<file path="config.mk">
export PLATFORM = sky130hd
export DESIGN_NAME = sram_march_bist_flat
export DESIGN_NICKNAME = d
export VERILOG_FILES = /design/src/rtl/marmot_bist_pkg.sv /design/src/rtl/sram_march_bist_if.sv /design/src/rtl/sram_bist_addr_gen.sv /design/src/rtl/sram_march_bist.sv /design/src/flat_wrapper.sv
export SDC_FILE = /design/constraint.sdc
export NUM_CORES = 1
export LEC_CHECK = 0
export CORE_UTILIZATION = 49
export DETAILED_ROUTE_END_ITERATION = 7
export PLACE_DENSITY = 0.81
export SLEW_MARGIN = 30
export SYNTH_ARGS = -nofsm -noshare
export SYNTH_HDL_FRONTEND = slang
export SYNTH_SLANG_ARGS = --single-unit
</file>
<file path="constraint.sdc">
create_clock -name clock -period 3.1 [get_ports clock]
set_clock_uncertainty 0.05 [all_clocks]
set_input_delay 0.62 -clock clock [delete_from_list [all_inputs] [get_ports clock]]
set_output_delay 0.62 -clock clock [all_outputs]
set_load 0.02 [all_outputs]
</file>
<file path="src/rtl/marmot_bist_pkg.sv">
// Shared types and March C- element tables for the SRAM BIST engine.
// Element e is described by bit e of each table; bits 6 and 7 are unused padding.
package marmot_bist_pkg;

  typedef enum logic [1:0] {StIdle, StRun, StDrain, StDone} bist_state_e;

  typedef logic [2:0] elem_t;

  localparam elem_t LastElem = 3'd5;

  // M0 up w0 | M1 up r0,w1 | M2 up r1,w0 | M3 down r0,w1 | M4 down r1,w0 | M5 up r0
  localparam logic [7:0] ElemDown    = 8'b0001_1000;
  localparam logic [7:0] ElemTwoOp   = 8'b0001_1110;
  localparam logic [7:0] ElemHasRead = 8'b0011_1110;
  localparam logic [7:0] ElemRdBg    = 8'b0001_0100;
  localparam logic [7:0] ElemWrBg    = 8'b0000_1010;

  // Phase 1 is always the write of a two-operation element.
  function automatic logic op_is_write(elem_t e, logic phase);
    return phase | ~ElemHasRead[e];
  endfunction

  function automatic logic op_bg(elem_t e, logic phase);
    return op_is_write(e, phase) ? ElemWrBg[e] : ElemRdBg[e];
  endfunction

endpackage

</file>
<file path="src/rtl/sram_march_bist_if.sv">
// Single-port RW0 SRAM access bundle; the BIST engine is the master.
interface sram_march_bist_if #(
  parameter int unsigned ADDR_W = 10,
  parameter int unsigned DATA_W = 32,
  parameter int unsigned MASK_W = 4
);
  logic [ADDR_W-1:0] RW0_addr;
  logic              RW0_en;
  logic              RW0_wmode;
  logic [MASK_W-1:0] RW0_wmask;
  logic [DATA_W-1:0] RW0_wdata;
  logic [DATA_W-1:0] RW0_rdata;

  modport master (
    output RW0_addr, RW0_en, RW0_wmode, RW0_wmask, RW0_wdata,
    input  RW0_rdata
  );

  modport slave (
    input  RW0_addr, RW0_en, RW0_wmode, RW0_wmask, RW0_wdata,
    output RW0_rdata
  );
endinterface

</file>
<file path="src/rtl/sram_bist_addr_gen.sv">
// Up/down address counter; direction is latched on load and governs stepping
// and the terminal-count flag until the next load.
module sram_bist_addr_gen #(
  parameter int unsigned ADDR_W = 10
) (
  input  logic              clock,
  input  logic              reset,
  input  logic              i_load,
  input  logic              i_load_down,
  input  logic              i_step,
  output logic [ADDR_W-1:0] o_addr,
  output logic              o_last
);

  logic [ADDR_W-1:0] r_addr;
  logic              r_down;

  always_ff @(posedge clock or posedge reset) begin
    if (reset) begin
      r_addr <= '0;
      r_down <= 1'b0;
    end else if (i_load) begin
      r_down <= i_load_down;
      r_addr <= i_load_down ? '1 : '0;
    end else if (i_step) begin
      r_addr <= r_down ? r_addr - ADDR_W'(1) : r_addr + ADDR_W'(1);
    end
  end

  assign o_addr = r_addr;
  assign o_last = r_down ? (r_addr == '0) : (r_addr == '1);

endmodule

</file>
<file path="src/rtl/sram_march_bist.sv">
// March C- BIST initiator for the cache SRAM RW0 port; reports the first
// miscompare (address, element, syndrome) once the run completes.
module sram_march_bist
  import marmot_bist_pkg::*;
#(
  parameter int unsigned ADDR_W = 10,
  parameter int unsigned DATA_W = 32,
  parameter int unsigned MASK_W = 4
) (
  input  logic                clock,
  input  logic                reset,
  input  logic                start,
  output logic                busy,
  output logic                done,
  output logic                fail,
  output logic [ADDR_W-1:0]   fail_addr,
  output elem_t               fail_elem,
  output logic [DATA_W-1:0]   fail_syndrome,
  sram_march_bist_if.master   rw0
);

  bist_state_e r_state, w_state_nxt;
  elem_t       r_elem, w_elem_nxt;
  logic        r_phase, w_phase_nxt;

  logic              r_en, r_wmode;
  logic [MASK_W-1:0] r_wmask;
  logic [DATA_W-1:0] r_wdata;
  logic              r_busy, r_done;

  logic              r_fail;
  logic [ADDR_W-1:0] r_fail_addr;
  elem_t             r_fail_elem;
  logic [DATA_W-1:0] r_fail_syn;

  logic              r_exp_vld, r_exp_bg;
  elem_t             r_exp_elem;
  logic [ADDR_W-1:0] r_exp_addr;

  logic              w_load, w_load_down, w_step, w_issue, w_issue_wr, w_issue_bg, w_clear;
  logic [ADDR_W-1:0] w_addr;
  logic              w_last;
  logic [DATA_W-1:0] w_syndrome;
  logic              w_mismatch;

  // The counter register doubles as the registered RW0 address.
  sram_bist_addr_gen #(
    .ADDR_W (ADDR_W)
  ) u_addr_gen (
    .clock       (clock),
    .reset       (reset),
    .i_load      (w_load),
    .i_load_down (w_load_down),
    .i_step      (w_step),
    .o_addr      (w_addr),
    .o_last      (w_last)
  );

  always_ff @(posedge clock or posedge reset) begin
    if (reset) begin
      r_state <= StIdle;
      r_elem  <= '0;
      r_phase <= 1'b0;
    end else begin
      r_state <= w_state_nxt;
      r_elem  <= w_elem_nxt;
      r_phase <= w_phase_nxt;
    end
  end

  always_comb begin
    w_state_nxt = r_state;
    w_elem_nxt  = r_elem;
    w_phase_nxt = r_phase;
    w_load      = 1'b0;
    w_load_down = 1'b0;
    w_step      = 1'b0;
    w_issue     = 1'b0;
    w_clear     = 1'b0;
    unique case (r_state)
      StIdle, StDone: begin
        if (start) begin
          w_state_nxt = StRun;
          w_elem_nxt  = '0;
          w_phase_nxt = 1'b0;
          w_load      = 1'b1;
          w_load_down = ElemDown[0];
          w_issue     = 1'b1;
          w_clear     = 1'b1;
        end
      end
      StRun: begin
        if (ElemTwoOp[r_elem] && !r_phase) begin
          w_phase_nxt = 1'b1;
          w_issue     = 1'b1;
        end else if (!w_last) begin
          w_phase_nxt = 1'b0;
          w_step      = 1'b1;
          w_issue     = 1'b1;
        end else if (r_elem == LastElem) begin
          w_phase_nxt = 1'b0;
          w_state_nxt = StDrain;
        end else begin
          w_elem_nxt  = r_elem + elem_t'(1);
          w_phase_nxt = 1'b0;
          w_load      = 1'b1;
          w_load_down = ElemDown[w_elem_nxt];
          w_issue     = 1'b1;
        end
      end
      StDrain: w_state_nxt = StDone;
      default: w_state_nxt = StIdle;
    endcase
    w_issue_wr = op_is_write(w_elem_nxt, w_phase_nxt);
    w_issue_bg = op_bg(w_elem_nxt, w_phase_nxt);
  end

  always_ff @(posedge clock or posedge reset) begin
    if (reset) begin
      r_en    <= 1'b0;
      r_wmode <= 1'b0;
      r_wmask <= '0;
      r_wdata <= '0;
      r_busy  <= 1'b0;
      r_done  <= 1'b0;
    end else begin
      r_en    <= w_issue;
      r_wmode <= w_issue & w_issue_wr;
      r_wmask <= (w_issue && w_issue_wr) ? '1 : '0;
      r_wdata <= (w_issue && w_issue_wr && w_issue_bg) ? '1 : '0;
      r_busy  <= (w_state_nxt == StRun) || (w_state_nxt == StDrain);
      r_done  <= (w_state_nxt == StDone);
    end
  end

  // Read data lags the read by one cycle, so the expectation is pipelined alongside it.
  always_ff @(posedge clock or posedge reset) begin
    if (reset) begin
      r_exp_vld  <= 1'b0;
      r_exp_bg   <= 1'b0;
      r_exp_elem <= '0;
      r_exp_addr <= '0;
    end else begin
      r_exp_vld  <= r_en & ~r_wmode;
      r_exp_bg   <= ElemRdBg[r_elem];
      r_exp_elem <= r_elem;
      r_exp_addr <= w_addr;
    end
  end

  assign w_syndrome = {DATA_W{r_exp_bg}} ^ rw0.RW0_rdata;
  assign w_mismatch = r_exp_vld && (|w_syndrome);

  always_ff @(posedge clock or posedge reset) begin
    if (reset) begin
      r_fail      <= 1'b0;
      r_fail_addr <= '0;
      r_fail_elem <= '0;
      r_fail_syn  <= '0;
    end else if (w_clear) begin
      r_fail      <= 1'b0;
      r_fail_addr <= '0;
      r_fail_elem <= '0;
      r_fail_syn  <= '0;
    end else if (w_mismatch && !r_fail) begin
      r_fail      <= 1'b1;
      r_fail_addr <= r_exp_addr;
      r_fail_elem <= r_exp_elem;
      r_fail_syn  <= w_syndrome;
    end
  end

  assign busy          = r_busy;
  assign done          = r_done;
  assign fail          = r_fail;
  assign fail_addr     = r_fail_addr;
  assign fail_elem     = r_fail_elem;
  assign fail_syndrome = r_fail_syn;

  assign rw0.RW0_addr  = w_addr;
  assign rw0.RW0_en    = r_en;
  assign rw0.RW0_wmode = r_wmode;
  assign rw0.RW0_wmask = r_wmask;
  assign rw0.RW0_wdata = r_wdata;

endmodule

</file>
<file path="src/flat_wrapper.sv">
// flat-port wrapper written by rule: the top's interface ports become plain ports
module sram_march_bist_flat import marmot_bist_pkg::*;
#(
  parameter int unsigned ADDR_W = 10,
  parameter int unsigned DATA_W = 32,
  parameter int unsigned MASK_W = 4
)
  (clock, reset, start, busy, done, fail, fail_addr, fail_elem, fail_syndrome, rw0_RW0_addr, rw0_RW0_en, rw0_RW0_wmode, rw0_RW0_wmask, rw0_RW0_wdata, rw0_RW0_rdata);
  sram_march_bist_if #(.ADDR_W(ADDR_W), .DATA_W(DATA_W), .MASK_W(MASK_W)) rw0_i ();
  input  logic clock;
  input  logic reset;
  input  logic start;
  output logic busy;
  output logic done;
  output logic fail;
  output logic [ADDR_W-1:0] fail_addr;
  output elem_t fail_elem;
  output logic [DATA_W-1:0] fail_syndrome;
  output wire logic [$bits(rw0_i.RW0_addr)-1:0] rw0_RW0_addr;
  output wire logic [$bits(rw0_i.RW0_en)-1:0] rw0_RW0_en;
  output wire logic [$bits(rw0_i.RW0_wmode)-1:0] rw0_RW0_wmode;
  output wire logic [$bits(rw0_i.RW0_wmask)-1:0] rw0_RW0_wmask;
  output wire logic [$bits(rw0_i.RW0_wdata)-1:0] rw0_RW0_wdata;
  input wire logic [$bits(rw0_i.RW0_rdata)-1:0] rw0_RW0_rdata;
  assign rw0_RW0_addr = rw0_i.RW0_addr;
  assign rw0_RW0_en = rw0_i.RW0_en;
  assign rw0_RW0_wmode = rw0_i.RW0_wmode;
  assign rw0_RW0_wmask = rw0_i.RW0_wmask;
  assign rw0_RW0_wdata = rw0_i.RW0_wdata;
  assign rw0_i.RW0_rdata = rw0_RW0_rdata;
  sram_march_bist #(.ADDR_W(ADDR_W), .DATA_W(DATA_W), .MASK_W(MASK_W)) u_core (.clock(clock), .reset(reset), .start(start), .busy(busy), .done(done), .fail(fail), .fail_addr(fail_addr), .fail_elem(fail_elem), .fail_syndrome(fail_syndrome), .rw0(rw0_i));
endmodule
</file>
==> flow_summary.yaml <==
outcome:
  status: "complete, no violations"
synthesis:
  yosysWarnings: 0
  ys_ff_latch: 83
  synth.yosys.seq_area_share_pct: 44.11
  synth.area.top_cells: "dfrtp_1, a211oi_2, xnor2_1"
  synth_area_um2: 4708
  ys_types: 50
  synth_top_area_cell: "dfrtp_1"
  synth_nets: 491
  synth_enable_flop_cells: 0
  synth-main-ff-cell: "dfrtp_1"
  async_flop_share_pct: 100.0
  syn-instance-count: 438
  synth_top_area_share_pct: 44.11
  synth.avg_cell_area_um2: 10.75
die:
  ioPinCount: 131
  start_util_pct: 50.71
  rows: 35
  die_w_um: 100.0
  core_area_um2: 9284
  die_h_um: 100.0
  die_area_um2: 10010
global_route:
  antenna_found_initial: 0
  grt_pass1_vias: 3397
  track_usage_pct: 21.28
  grt_max_degree: 51
  globalRouteOverflowTotal: 0
  grt_first_pass_wirelength_um: 16770
clocking:
  h-tree-depth: 3
  cts_buffers: 9
  clkLatencyLatePin_ns: 0.34
  hold_buffers: 0
  post_cts.repair.setup_buffers: 0
  clockBufferDepth: 2
  cts.clk_slew.worst_paths_ns: 0.08
  cts.sinks: 83
  cts-root-buf: "clkbuf_8"
  cts_tree: "done"
  ctsResizeCount: 0
timing:
  hold_violations: 0
  post-route-min-period_ns: 2.678
  max_freq_ghz: 0.3734
  finalCritPeriodShare_pct: 86.39
  tightest_slew_ns: 0.7665
  rsz0062_at_grt: "false"
  slew_headroom_pct: 48.90
  setup_slack_ns: 0.4218
  finalSetupViolations: 0
  final-max-slew-violation-count: 0
  setup_tns_ns: 0
critical_path:
  arrival_ns: 2.91
  slowest_stage: "dfrtp_1"
  crit_path_max_incr_delay_ns: 0.56
  worst-path-max-fanout: 12
  r2r_slack_ns: 0.42
  start_kind: "register"
  required_ns: 3.33
  crit_type: "register to register"
  path_cells: "ha_1, a21oi_1, nand4b_1, a31o_2, a21oi_1, o311ai_0, or3b_2, nand4_1"
  crit_top_cell: "a21oi_1"
  critPathCaptureType: "register"
layout:
  nFillCells: 720
  seqCellArea_um2: 2078
  multi_input_area_um2: 2207
  area_growth_pct: 29.47
  insertedDiodeCount: 0
  mostFrequentLayoutCell: "clkdlybuf4s50_1"
  nets: 584
  layout_common_cells: "clkdlybuf4s50_1, dfrtp_1, nor2_1"
  drive_gt1_share_pct: 13.43
routing:
  wl_met1_um: 4540
  avgViaCountPerCell: 5.212
  drc: 0
  wl_um: 10070
  highest_layer: "met4"
  first_pass_iters: 4
  vias: 3466
  wl_met2_um: 4790
  wire_per_inst_um: 15.14
  drtIter0Drc: 141
  antenna_left: 0
  met3WireLength_um: 595
hold_path:
  hp-class: "register to register"
place:
  gp_congestion: 0.8567
  io_buffers: 130
  dpl.hpwl_um: 7267
  dp_slack_ns: 0.1548
power_and_ir_drop:
  power.density_nw_per_um2: 740.1
  p_leak_nw: 2.499
  peakVddDrop_mv: 0.3366
job:
  max_cap_violations: 0
## registers in the layout, summed over array words and instances (netlist names)
signal                    flops
u_core.busy                   1
u_core.fail_elem              3
u_core.fail                   1
u_core.fail_syndrome         32
u_core.r_phase                1
u_core.u_addr_gen.r_down      1
u_core.r_exp_addr            10
u_core.rw0.RW0_en             1
u_core.r_elem                 3
u_core.r_exp_bg               1
u_core.r_exp_vld              1
u_core.fail_addr             10
u_core.rw0.RW0_wmask          1
u_core.r_state                2
u_core.u_addr_gen.o_addr     10
u_core.r_exp_elem             3
u_core.rw0.RW0_wdata          1
u_core.done                   1
## cell families after synthesis
| family | count (synthesis) | share of synthesized area, % |
|---|---|---|
| adders and majority gates | 18 | 4.943 |
| xor gates and xnor gates | 40 | 7.441 |
| AOI/OAI and AO/OA | 74 | 14.64 |
| and+or+nand+nor | 121 | 13.07 |
| buffers and inverters | 72 | 9.195 |
| muxes | 30 | 6.591 |
| DFF | 83 | 44.11 |
## layout make-up
type                            count  share of cell area, %
Clock inverter                      5                 0.8826
Clock buffer                       11                  2.155
Inverter                           15                 0.9442
Multi-Input combinational cell    283                  36.21
Tap cell                          129                  2.648
Timing Repair Buffer              139                  23.07
Sequential cell                    83                  34.09
## critical path: cells and delay by family (launching register included)
family / cells / cell delay, ns
and+or+nand+nor: 3 / 0.83
DFF: 1 / 0.56
adders and majority gates: 1 / 0.36
AOI/OAI and AO/OA: 4 / 0.83
## cell usage after synthesis, drive strengths merged, types with 6 or more instances
master  instances
dfrtp          83
inv            15
nand4          13
ha             17
a21oi           8
or4             8
a211oi         32
clkbuf         14
nor2           59
nand2           9
mux2i          22
xor2            6
o21ai          15
nand2b          6
mux2            8
xnor2          34
buf            43
## per-stage QoR
stage	cells	power, mW	hold slack (ns)	utilization (%)	cell area, um^2
2_1_floorplan	438	2.988	0.2987	-	4708
3_3_place_gp	649	3.746	0.4206	63.67	5911
3_5_place_dp	649	3.810	0.4310	63.67	5911
4_1_cts	665	4.560	0.4407	65.66	6096
5_1_grt	665	4.806	0.4759	65.66	6096
6_report	665	4.511	0.4492	65.66	6096
## where the power goes
part	total (mW)	switching, mW	internal (mW)
sequential	1.61	0.218	1.40
combinational	2.16	1.14	1.02
clock	0.741	0.370	0.370
## metal layers
metal / track usage (%) / vias to the layer above
li1: - / 1681
met1: 28.64 / 1672
met2: 34.01 / 98
met3: 5.432 / 15
met4: 6.577 / 0
met5: 0 / -
## final timing paths
kind | from | to | cells after the start
max | u_core.u_addr_gen.r_down | u_core.u_addr_gen.o_addr[9] | 8
min | u_core.r_exp_elem[1] | u_core.fail_elem[1] | 2
max reg2reg | u_core.u_addr_gen.r_down | u_core.u_addr_gen.o_addr[9] | 8
min reg2reg | u_core.r_exp_elem[1] | u_core.fail_elem[1] | 2
max in group asynchronous | reset | u_core.r_exp_bg | 3
min in group asynchronous | reset | u_core.fail_syndrome[8] | 2
Note: power is estimated with default switching activity, not from simulation.
